--- src/rtl/frv_pipeline_fwd_chain.sv ---
// Purpose : in-order pipeline chain of DEPTH stages with bubble collapse and
//           per-port GPR forwarding (youngest matching stage wins).
// Latency : DEPTH cycles from input acceptance to output when never stalled.
// Backpr. : s_busy asserts only when stage 0 is full and cannot shift; m_busy
//           freezes the oldest stage, and bubbles collapse toward it.
// Ports   : g_clk/g_reset (sync, active-high); s_* input beat; m_* oldest
//           stage; flush drops all stages; rp_* forwarding ports; occupancy.
module frv_pipeline_fwd_chain #(
  parameter  int DEPTH = 3,
  parameter  int DW    = 32,
  parameter  int NRP   = 2,
  localparam int OW    = $clog2(DEPTH + 1)
) (
  input  logic              g_clk,
  input  logic              g_reset,
  input  logic              s_valid,
  output logic              s_busy,
  input  logic [4:0]        s_rd,
  input  logic              s_wen,
  input  logic              s_fwd_ok,
  input  logic [DW-1:0]     s_wdata,
  input  logic [DW-1:0]     s_payload,
  output logic              m_valid,
  input  logic              m_busy,
  output logic [4:0]        m_rd,
  output logic              m_wen,
  output logic [DW-1:0]     m_wdata,
  output logic [DW-1:0]     m_payload,
  input  logic              flush,
  input  logic [NRP*5-1:0]  rp_rs,
  output logic [NRP-1:0]    rp_hit,
  output logic [NRP-1:0]    rp_stall,
  output logic [NRP*DW-1:0] rp_data,
  output logic [OW-1:0]     occupancy
);

  // Stage storage; index 0 is the youngest, DEPTH-1 the oldest.
  logic [DEPTH-1:0] r_vld;
  logic [DEPTH-1:0] r_wen;
  logic [DEPTH-1:0] r_fok;
  logic [4:0]       r_rd      [DEPTH];
  logic [DW-1:0]    r_wdata   [DEPTH];
  logic [DW-1:0]    r_payload [DEPTH];
  logic [OW-1:0]    r_occ;

  logic [DEPTH-1:0] w_adv;      // stage i hands its content to i+1 this cycle
  logic [DEPTH-1:0] w_vld_nxt;
  logic [DEPTH-1:0] w_load;     // stage i captures a valid beat this cycle
  logic [OW-1:0]    w_occ_nxt;

  // Advance chain: resolved from the oldest stage back, so an empty slot
  // anywhere downstream lets everything younger than it move up.
  always_comb begin
    w_adv = '0;
    w_adv[DEPTH-1] = r_vld[DEPTH-1] & ~m_busy;
    for (int i = DEPTH - 2; i >= 0; i--) begin
      w_adv[i] = ~r_vld[i+1] | w_adv[i+1];
    end
  end

  // Next valid bits and data-capture enables. Flush wins over any transfer;
  // fields only move when a real beat arrives so idle stages keep their data.
  always_comb begin
    w_vld_nxt = '0;
    w_load    = '0;
    if (!flush) begin
      w_vld_nxt[0] = w_adv[0] ? s_valid : r_vld[0];
      w_load[0]    = w_adv[0] & s_valid;
      for (int i = 1; i < DEPTH; i++) begin
        w_vld_nxt[i] = w_adv[i-1] ? r_vld[i-1] : r_vld[i];
        w_load[i]    = w_adv[i-1] & r_vld[i-1];
      end
    end
  end

  // Occupancy is registered from the same next-state vector as the valid
  // bits, so the two can never disagree.
  always_comb begin
    w_occ_nxt = '0;
    for (int i = 0; i < DEPTH; i++) begin
      w_occ_nxt = w_occ_nxt + OW'(w_vld_nxt[i]);
    end
  end

  always_ff @(posedge g_clk) begin
    if (g_reset) begin
      r_vld <= '0;
      r_wen <= '0;
      r_fok <= '0;
      r_occ <= '0;
      for (int i = 0; i < DEPTH; i++) begin
        r_rd[i]      <= '0;
        r_wdata[i]   <= '0;
        r_payload[i] <= '0;
      end
    end else begin
      r_vld <= w_vld_nxt;
      r_occ <= w_occ_nxt;
      if (w_load[0]) begin
        r_rd[0]      <= s_rd;
        r_wen[0]     <= s_wen;
        r_fok[0]     <= s_fwd_ok;
        r_wdata[0]   <= s_wdata;
        r_payload[0] <= s_payload;
      end
      for (int i = 1; i < DEPTH; i++) begin
        if (w_load[i]) begin
          r_rd[i]      <= r_rd[i-1];
          r_wen[i]     <= r_wen[i-1];
          r_fok[i]     <= r_fok[i-1];
          r_wdata[i]   <= r_wdata[i-1];
          r_payload[i] <= r_payload[i-1];
        end
      end
    end
  end

  assign s_busy    = r_vld[0] & ~w_adv[0];
  assign m_valid   = r_vld[DEPTH-1];
  assign m_rd      = r_rd[DEPTH-1];
  assign m_wen     = r_wen[DEPTH-1];
  assign m_wdata   = r_wdata[DEPTH-1];
  assign m_payload = r_payload[DEPTH-1];
  assign occupancy = r_occ;

  // Forwarding: scan youngest to oldest and latch the first match. Only
  // registered stages are visible; the beat on s_* this cycle is not.
  logic [4:0]    w_rs;
  logic          w_found;
  logic          w_fok;
  logic [DW-1:0] w_wd;

  always_comb begin
    rp_hit   = '0;
    rp_stall = '0;
    rp_data  = '0;
    w_rs     = '0;
    w_found  = 1'b0;
    w_fok    = 1'b0;
    w_wd     = '0;
    for (int k = 0; k < NRP; k++) begin
      w_rs    = rp_rs[k*5 +: 5];
      w_found = 1'b0;
      w_fok   = 1'b0;
      w_wd    = '0;
      for (int i = 0; i < DEPTH; i++) begin
        if (!w_found && r_vld[i] && r_wen[i] && (r_rd[i] == w_rs) && (w_rs != '0)) begin
          w_found = 1'b1;
          w_fok   = r_fok[i];
          w_wd    = r_wdata[i];
        end
      end
      rp_hit[k]   = w_found;
      // A winner whose result is not final must stall the reader rather than
      // let it fall through to an older, stale match.
      rp_stall[k] = w_found & ~w_fok;
      rp_data[k*DW +: DW] = (w_found && w_fok) ? w_wd : '0;
    end
  end

endmodule

--- config.mk ---
export PLATFORM = sky130hd
export DESIGN_NAME = frv_pipeline_fwd_chain
export DESIGN_NICKNAME = d
export VERILOG_FILES = /design/src/rtl/frv_pipeline_fwd_chain.sv
export SDC_FILE = /design/constraint.sdc
export NUM_CORES = 1
export LEC_CHECK = 0
export ABC_AREA = 1
export BUFFER_PORTS_ARGS = -buffer_cell sky130_fd_sc_hd__buf_4
export CORE_ASPECT_RATIO = 0.5
export CORE_MARGIN = 5
export CORE_UTILIZATION = 45
export DETAILED_ROUTE_END_ITERATION = 7
export GPL_ROUTABILITY_DRIVEN = 1
export PLACE_DENSITY = 0.76
export SYNTH_ARGS = -nofsm -noshare
export SYNTH_HDL_FRONTEND = slang
export SYNTH_SLANG_ARGS = --single-unit
--- constraint.sdc ---
create_clock -name g_clk -period 4.73 [get_ports g_clk]
set_clock_uncertainty 0.15 [all_clocks]
set_input_delay 0.473 -clock g_clk [delete_from_list [all_inputs] [get_ports g_clk]]
set_output_delay 0.473 -clock g_clk [all_outputs]
set_load 0.02 [all_outputs]
; Word-level counts from Yosys, hierarchy flattened
; Memory sizes are Yosys's and may differ from the RTL's.
; Index checks and enable logic that the tools add are counted.
[word_totals]
regBits = 11
latchBits = 0
ramBits = 207
romBits = 0
input_bits = 86
output_inout_bits = 142
elab_cells = 117
mem_count = 3
[mem_list]
columns = memory, depth, word_bits, rd, rd_clocked_by_memory_dff, write_ports, line
row1 = r_payload, 3, 32, 3, 0, 3, 43  ; logic [DW-1:0] r_payload [DEPTH];
row2 = r_wdata, 3, 32, 3, 0, 3, 42  ; logic [DW-1:0] r_wdata [DEPTH];
row3 = r_rd, 3, 5, 3, 0, 3, 41  ; logic [4:0] r_rd [DEPTH];
[classes]
add_sub_neg = 2
multipliers = 0
div = 0
order_cmp = 0
eq_ne = 6
n_shift = 0
mux = 45
bitwise = 24
reduce_logical = 29
[ops]
columns = cell, n
row1 = $mux 32, 14
row2 = $eq 5x5->1, 6
row3 = $mux 1, 26
row4 = $logic_and 1x1->1, 23
row5 = $mux 5, 3
row6 = $or 1x1->1, 11
row7 = $reduce_bool 5->1, 2
row8 = $and 1x1->1, 7
row9 = $mux 3, 2
row10 = $not 1->1, 6
row11 = $logic_not 1->1, 4
row12 = $add 1x1->2, 1
row13 = $add 2x1->2, 1

; Longest topological paths before layout
; Gate-level depths: netlist of run 1.
[logic_depth]
depth_word = 18
mapped_depth = 13
ltp_nobuf = 12

; Least setup slack after synthesis of run 1
; OpenSTA, ideal clock, no wires.
[synth_timing]
path_type = input to register
startpoint = input m_busy
endpoint = memory r_payload[2][0], in the netlist r_payload[0][64], enable pin
setup_ns = 0.429
arrival_time_ns = 2.425
required_time_ns = 4.151
setup_slack_ns = 1.726
path_stages = 5
n_path_buf = 0
cell_sequence = nand2_1 -> inv_1 -> nor3_1 -> inv_1 -> nand2_1
[synth_lines]
columns = item, line
row1 = "start, declared", 24  ; input logic m_busy,
row2 = "end, declared", 43

==> flow_metrics.py, run 1 <==
metrics = {
    "synth": {
        "yosysTopAreaCellShare_pct": 52.82,
        "synth_compound_area_share_pct": 2.446,
        "yosys.area_share.simple_pct": 25.19,
        "yosys_warnings": 0,
        "synth_mux_area_share_pct": 0,
        "synth_edf_count": 207,
        "netlist_instances": 1431,
        "synth_top_cell_by_area": "edfxtp_1",
        "ys_top_cells_by_area": "edfxtp_1 53%, nor2_1 11%, inv_1 8.6%",
        "ys_seq_area_share_pct": 54.69,
        "synthArstFlopShare_pct": 0,
        "synthXorXnorAreaFrac_pct": 0.3721,
        "synthesis.area_um2": 11770,
        "synth_nets": 1518,
        "synth_top_family_by_area": "simple AND/OR/NAND/NOR gates",
        "syn_area_per_cell_um2": 8.223,
        "ys_seq_elements": 218,
        "synth_fa_ha_area_share_pct": 0.1701,
        "synth_ff_type": "edfxtp_1",
        "ys_types": 29,
    },
    "clocking": {
        "cts_setup_buffers": 0,
        "clk_latency_ns": 0.51,
        "path_clk_slew_ns": 0.07,
        "clock-sinks": 218,
        "hold_buffers": 1,
        "cts_tree": "built",
        "cts_root_buffer": "clkbuf_16",
        "h-tree-depth": 1,
        "cts_buffer_depth": 3,
        "post_cts_resized": 0,
        "cts_buffers": 21,
    },
    "floorplanning": {
        "fp.dieH_um": 124.3,
        "fp.dieW_um": 238.7,
        "num_rows": 41,
        "core_um2": 25500,
        "start_util_pct": 46.15,
        "io_pins": 228,
        "die-area_um2": 29680,
    },
    "cells_and_area": {
        "diodes": 0,
        "layout-drive-gt1-share_pct": 21.27,
        "final_common_cell": "nor2_1",
        "area_growth_pct": 17.51,
        "nets": 1647,
        "layout_common_cells": "332 x nor2_1, 270 x inv_1, 237 x buf_4",
        "fillers": 2314,
    },
    "setup_path": {
        "crit_required_ns": 4.11,
        "r2r_slack_ns": 2.01,
        "cp_max_fo": 32,
        "r2r-start": "r_vld[2]",
        "crit_start": "r_rd[0][1]",
        "critPathSlowestCell": "inv_2",
        "cp_cell_sequence": "xnor2_1 > nand2_1 > nor2_1 > nand2_2 > inv_2 > nand2_1 > nand3_1 > nand2_2 > nor2_1 > buf_4",
        "crit_path_start_kind": "flip-flop",
        "cp.arrival_ns": 3.40,
        "cp-end-kind": "output port",
        "critical_path_class": "flip-flop to output port",
        "max_stage_delay_ns": 0.52,
    },
    "grt": {
        "grt_usage_pct": 19.28,
        "grt_pass1_vias": 8842,
        "grt_overflow_total": 0,
        "antenna_found_initial": 0,
        "grt_start_max_net_pins": 111,
        "grt_pass1_wl_mm": 46.93,
    },
    "route": {
        "routedWlPerCell_um": 15.45,
        "first_iter_violations": 791,
        "drc": 0,
        "via_count": 9114,
        "vias_per_cell": 4.749,
        "ant_nets": 0,
        "drt-pass1-iter-count": 5,
        "totalWireLength_mm": 29.65,
    },
    "sta": {
        "setup_viol": 0,
        "whs_ns": 0.09346,
        "slew_headroom_pct": 28.11,
        "final_max_slew_viol_count": 0,
        "fin_crit_sh_pct": 85.03,
        "grt_setup_unrepaired": "false",
        "setup-tns-final_ns": 0,
        "post-route-min-period_ns": 4.022,
        "timing_hold_violations_final": 0,
        "setup_slack_ns": 0.7082,
        "fmax_mhz": 248.6,
        "tightest_slew_ns": 1.078,
    },
    "placement": {
        "dp_slack_ns": 1.139,
        "port_buffers": 227,
        "dpl.hpwl_mm": 19.41,
        "gp_congestion": 0.8717,
    },
    "power": {
        "peakVddDrop_uv": 185.9,
        "p_per_area_nw_per_um2": 310.3,
        "p_leak_nw": 6.618,
    },
    "status": {
        "status": "completed",
    },
    "min_path": {
        "hp-start": "s_wen",
        "hp-class": "input pin to flip-flop",
    },
    "job": {
        "maxCapViolCount": 0,
    },
}
[registers in the layout, summed over array words and instances, names as in the netlist]
name / cells
r_payload: 96
r_fok: 3
r_rd: 15
r_vld: 3
occupancy: 2
r_wdata: 96
r_wen: 3
[cell usage after synthesis (14+ instances only)]
library cell    n
o21ai_0        40
edfxtp_1      207
nand2_2        15
inv_1         270
buf_2          33
nand3_1        84
inv_2          36
nand4_1        34
nand2_1       230
clkbuf_1       14
nor2_1        332
buf_4          70
[through the flow]
stage	std cells	total power, mW	area [um^2]	utilization [%]
global route	1919	4.458	13830	54.24
detailed placement	1880	2.710	13170	51.66
finish	1919	4.290	13830	54.24
CTS	1919	4.330	13830	54.24
floorplan	1431	2.565	11770	-
global placement	1880	2.702	13170	51.66
[worst max-delay path: cells and delay by family (launching register included)]
family | cells | cell delay, ns
simple gates | 7 | 1.40
buf+inv | 2 | 0.70
flops | 1 | 0.47
xor+xnor | 1 | 0.32
[layer usage]
layer	vias to the layer above	wire (um)	GRT usage, %
li1	4567	-	-
met1	4187	12040	24.52
met2	300	14910	33.79
met3	60	1736	3.009
met4	0	967	6.237
met5	-	0	0
[worst paths after layout]
kind                                       end  cells past startpoint
worst max register to register  r_wdata[0][48]                      8
worst min-delay path                  r_wen[0]                      3
worst min register to register        r_wen[0]                      2
worst max-delay path               rp_data[33]                     10
[cell families after synthesis]
group                    count (synthesis)
AND/OR/NAND/NOR                        712
flip-flops                             218
buffers and inverters                  439
AO/OA/AOI/OAI                           56
XOR/XNOR                                 5
adder cells (fa/ha/maj)                  1
[cell type report]
class | instances | area [um^2] | area share (%)
flip-flops and latches | 218 | 6436 | 46.54
multi-input cells | 774 | 3356 | 24.27
repair buffers | 239 | 1809 | 13.08
inverters | 306 | 1149 | 8.306
clock buffers | 29 | 596.8 | 4.316
well taps | 344 | 430.4 | 3.113
clock inverters | 9 | 51.30 | 0.3710
[power by group]
part	switching [mW]	internal [mW]
Sequential	0.0554	2.23
Clock	0.736	0.889
Combinational	0.244	0.132
(Power assumes the default switching activity.)
==> inputs of run 2 (changes only) <==
Settings changed: PLACE_DENSITY 0.76 to 0.68.
==> run 2 against run 1 <==
  * Hold slack better by 0.013 ns
  * Combinational power increased by 1%
  * Total power rose by 7.1%
  * Die area did not move
  * Wire length rose by 3.4%
  * Critical endpoint is now rp_data[63]
  * Largest cell class unchanged
==> flow_metrics.py, run 2 (synthesized netlist as in run 1, its figures left out) <==
metrics = {
    "status": {
        "status": "completed",
    },
    "setup_path": {
        "critical_path_class": "flip-flop to output port",
        "r2r-start": "r_vld[2]",
        "max_stage_delay_ns": 0.54,
        "cp_max_fo": 32,
        "cp.arrival_ns": 3.57,
        "crit_path_start_kind": "flip-flop",
        "crit_required_ns": 4.11,
        "rr_endpoint": "r_wdata[0][2]",
        "r2r_slack_ns": 1.97,
        "critPathSlowestCell": "inv_2",
        "rr_worst_depth": 8,
        "cp_cell_sequence": "xnor2_1 > nand2_1 > nor2_1 > nand2_2 > inv_2 > nand2_1 > nand3_1 > nand2_2 > nor2_1 > buf_4",
        "cp-end-kind": "output port",
    },
    "sta": {
        "post-route-min-period_ns": 4.194,
        "setup-tns-final_ns": 0,
        "timing_hold_violations_final": 0,
        "slew_headroom_pct": 19.02,
        "grt_setup_unrepaired": "false",
        "setup_viol": 0,
        "final_max_slew_viol_count": 0,
        "fin_crit_sh_pct": 88.68,
        "tightest_slew_ns": 1.212,
        "fmax_mhz": 238.4,
    },
    "cells_and_area": {
        "stdcell_area_um2": 13960,
        "nets": 1647,
        "diodes": 0,
        "final_common_cell": "nor2_1",
        "reg_top3": "r_payload (96), r_wdata (96), r_rd (15)",
        "layout_common_cells": "332 x nor2_1, 270 x inv_1, 237 x buf_4",
        "area_growth_pct": 18.64,
        "layout.cells.non_filler": 1918,
        "layout-drive-gt1-share_pct": 21.41,
    },
    "grt": {
        "grt_start_max_net_pins": 137,
        "antenna_found_initial": 0,
        "grt_pass1_vias": 9475,
        "grt_pass1_wl_mm": 49.13,
        "met3_usage_pct": 3.031,
        "grt_util_met2_pct": 35.97,
        "grt_usage_pct": 20.24,
        "grt.busiest_layer": "met2",
        "grt_overflow_total": 0,
        "use_met1_pct": 25.78,
    },
    "min_path": {
        "hp-start": "s_payload[18]",
        "hold_end": "r_payload[0][18]",
        "hp-class": "input pin to flip-flop",
        "hold_depth": 3,
    },
    "placement": {
        "postPlaceCellArea_um2": 13170,
        "dpl.hpwl_mm": 19.94,
        "gp_congestion": 0.8912,
        "port_buffers": 227,
        "dp.cells": 1880,
    },
    "floorplanning": {
        "die-area_um2": 29680,
        "start_util_pct": 46.15,
        "core_um2": 25500,
        "io_pins": 228,
        "fp.dieH_um": 124.3,
        "num_rows": 41,
        "fp.dieW_um": 238.7,
    },
    "route": {
        "drc": 0,
        "routedWlPerCell_um": 15.99,
        "ant_nets": 0,
        "via_count": 9324,
        "vias_per_cell": 4.861,
        "drt-pass1-iter-count": 5,
        "first_iter_violations": 782,
        "totalWireLength_mm": 30.67,
    },
    "power": {
        "power_mw": 4.594,
        "p_switching_mw": 1.051,
        "intPower_mw": 3.543,
        "swShare_pct": 22.87,
        "p_per_area_nw_per_um2": 329.1,
        "p_leak_nw": 6.676,
        "peakVddDrop_uv": 204.7,
        "p_seq_share_pct": 49.9,
        "clkPwrFrac_pct": 41.8,
        "combPwrFrac_pct": 8.3,
    },
    "job": {
        "maxCapViolCount": 0,
    },
    "clocking": {
        "post_cts_resized": 0,
        "cts_buffers": 21,
        "cts_tree": "built",
        "clk_latency_ns": 0.51,
        "h-tree-depth": 1,
        "path_clk_slew_ns": 0.06,
        "cts_buffer_depth": 3,
        "clock-sinks": 218,
        "cts_root_buffer": "clkbuf_16",
    },
}
## run 2: changes by cell type in the layout (fill, tap and decap cells not counted), sizes merged
cell	previous run	this run
inv	307	308
clkbuf	29	24
clkinv	6	3
bufinv	0	6
## run 2: final cells by class
class	count	area (um^2)
Tap cell	344	430.4
Timing Repair Buffer	239	1809
Sequential cell	218	6436
Multi-Input combinational cell	774	3356
Clock inverter	13	224.0
Clock buffer	24	556.8
Fill cell	2325	11530
Inverter	306	1149
## run 2: timing repair
action,CTS,global route
endpoints found under the hold margin,3,0
setup buffers,0,0
setup endpoints to repair,0,0
hold buffers,1,0
## run 2: worst max path at each step
stage	cells past startpoint	endpoint	slack (ns)	startpoint
after floorplan	5	r_payload[0][64]	1.73	m_busy
after global placement	13	rp_data[63]	1.04	rp_rs[7]
after detailed placement	13	rp_data[63]	0.98	rp_rs[7]
after CTS	10	rp_data[63]	0.55	r_rd[0][1]
after global routing	10	rp_data[63]	0.26	r_rd[0][1]
final	10	rp_data[63]	0.54	r_rd[0][1]
## run 2: per-stage QoR
stage	hold slack [ns]	setup slack (ns)	util [%]
CTS	0.08379	0.5531	54.76
global route	0.09148	0.2639	54.76
floorplan	0.2894	1.726	-
finish	0.1066	0.5356	54.76
global placement	0.3101	1.040	51.66
detailed placement	0.3158	0.9841	51.66
## run 2: routing by layer
metal | vias to the layer above | routed length, um
met2 | 307 | 15450
met5 | - | 0
met4 | 0 | 711
met3 | 60 | 1605
met1 | 4387 | 12900
li1 | 4570 | -
## run 2: power groups by stage
stage	sequential (mW)	combinational [mW]	clock (mW)
final	2.29	0.380	1.92
after global routing	2.30	0.422	2.04
after CTS	2.29	0.384	1.96
after detailed placement	2.33	0.382	0
after global placement	2.33	0.378	0
after floorplan	2.32	0.249	0
## run 2: worst max-delay path: cells and delay by family (launching register included)
family / cells / cell delay, ns
DFF: 1 / 0.48
and+or+nand+nor: 7 / 1.56
xor gates and xnor gates: 1 / 0.28
buffers and inverters: 2 / 0.73
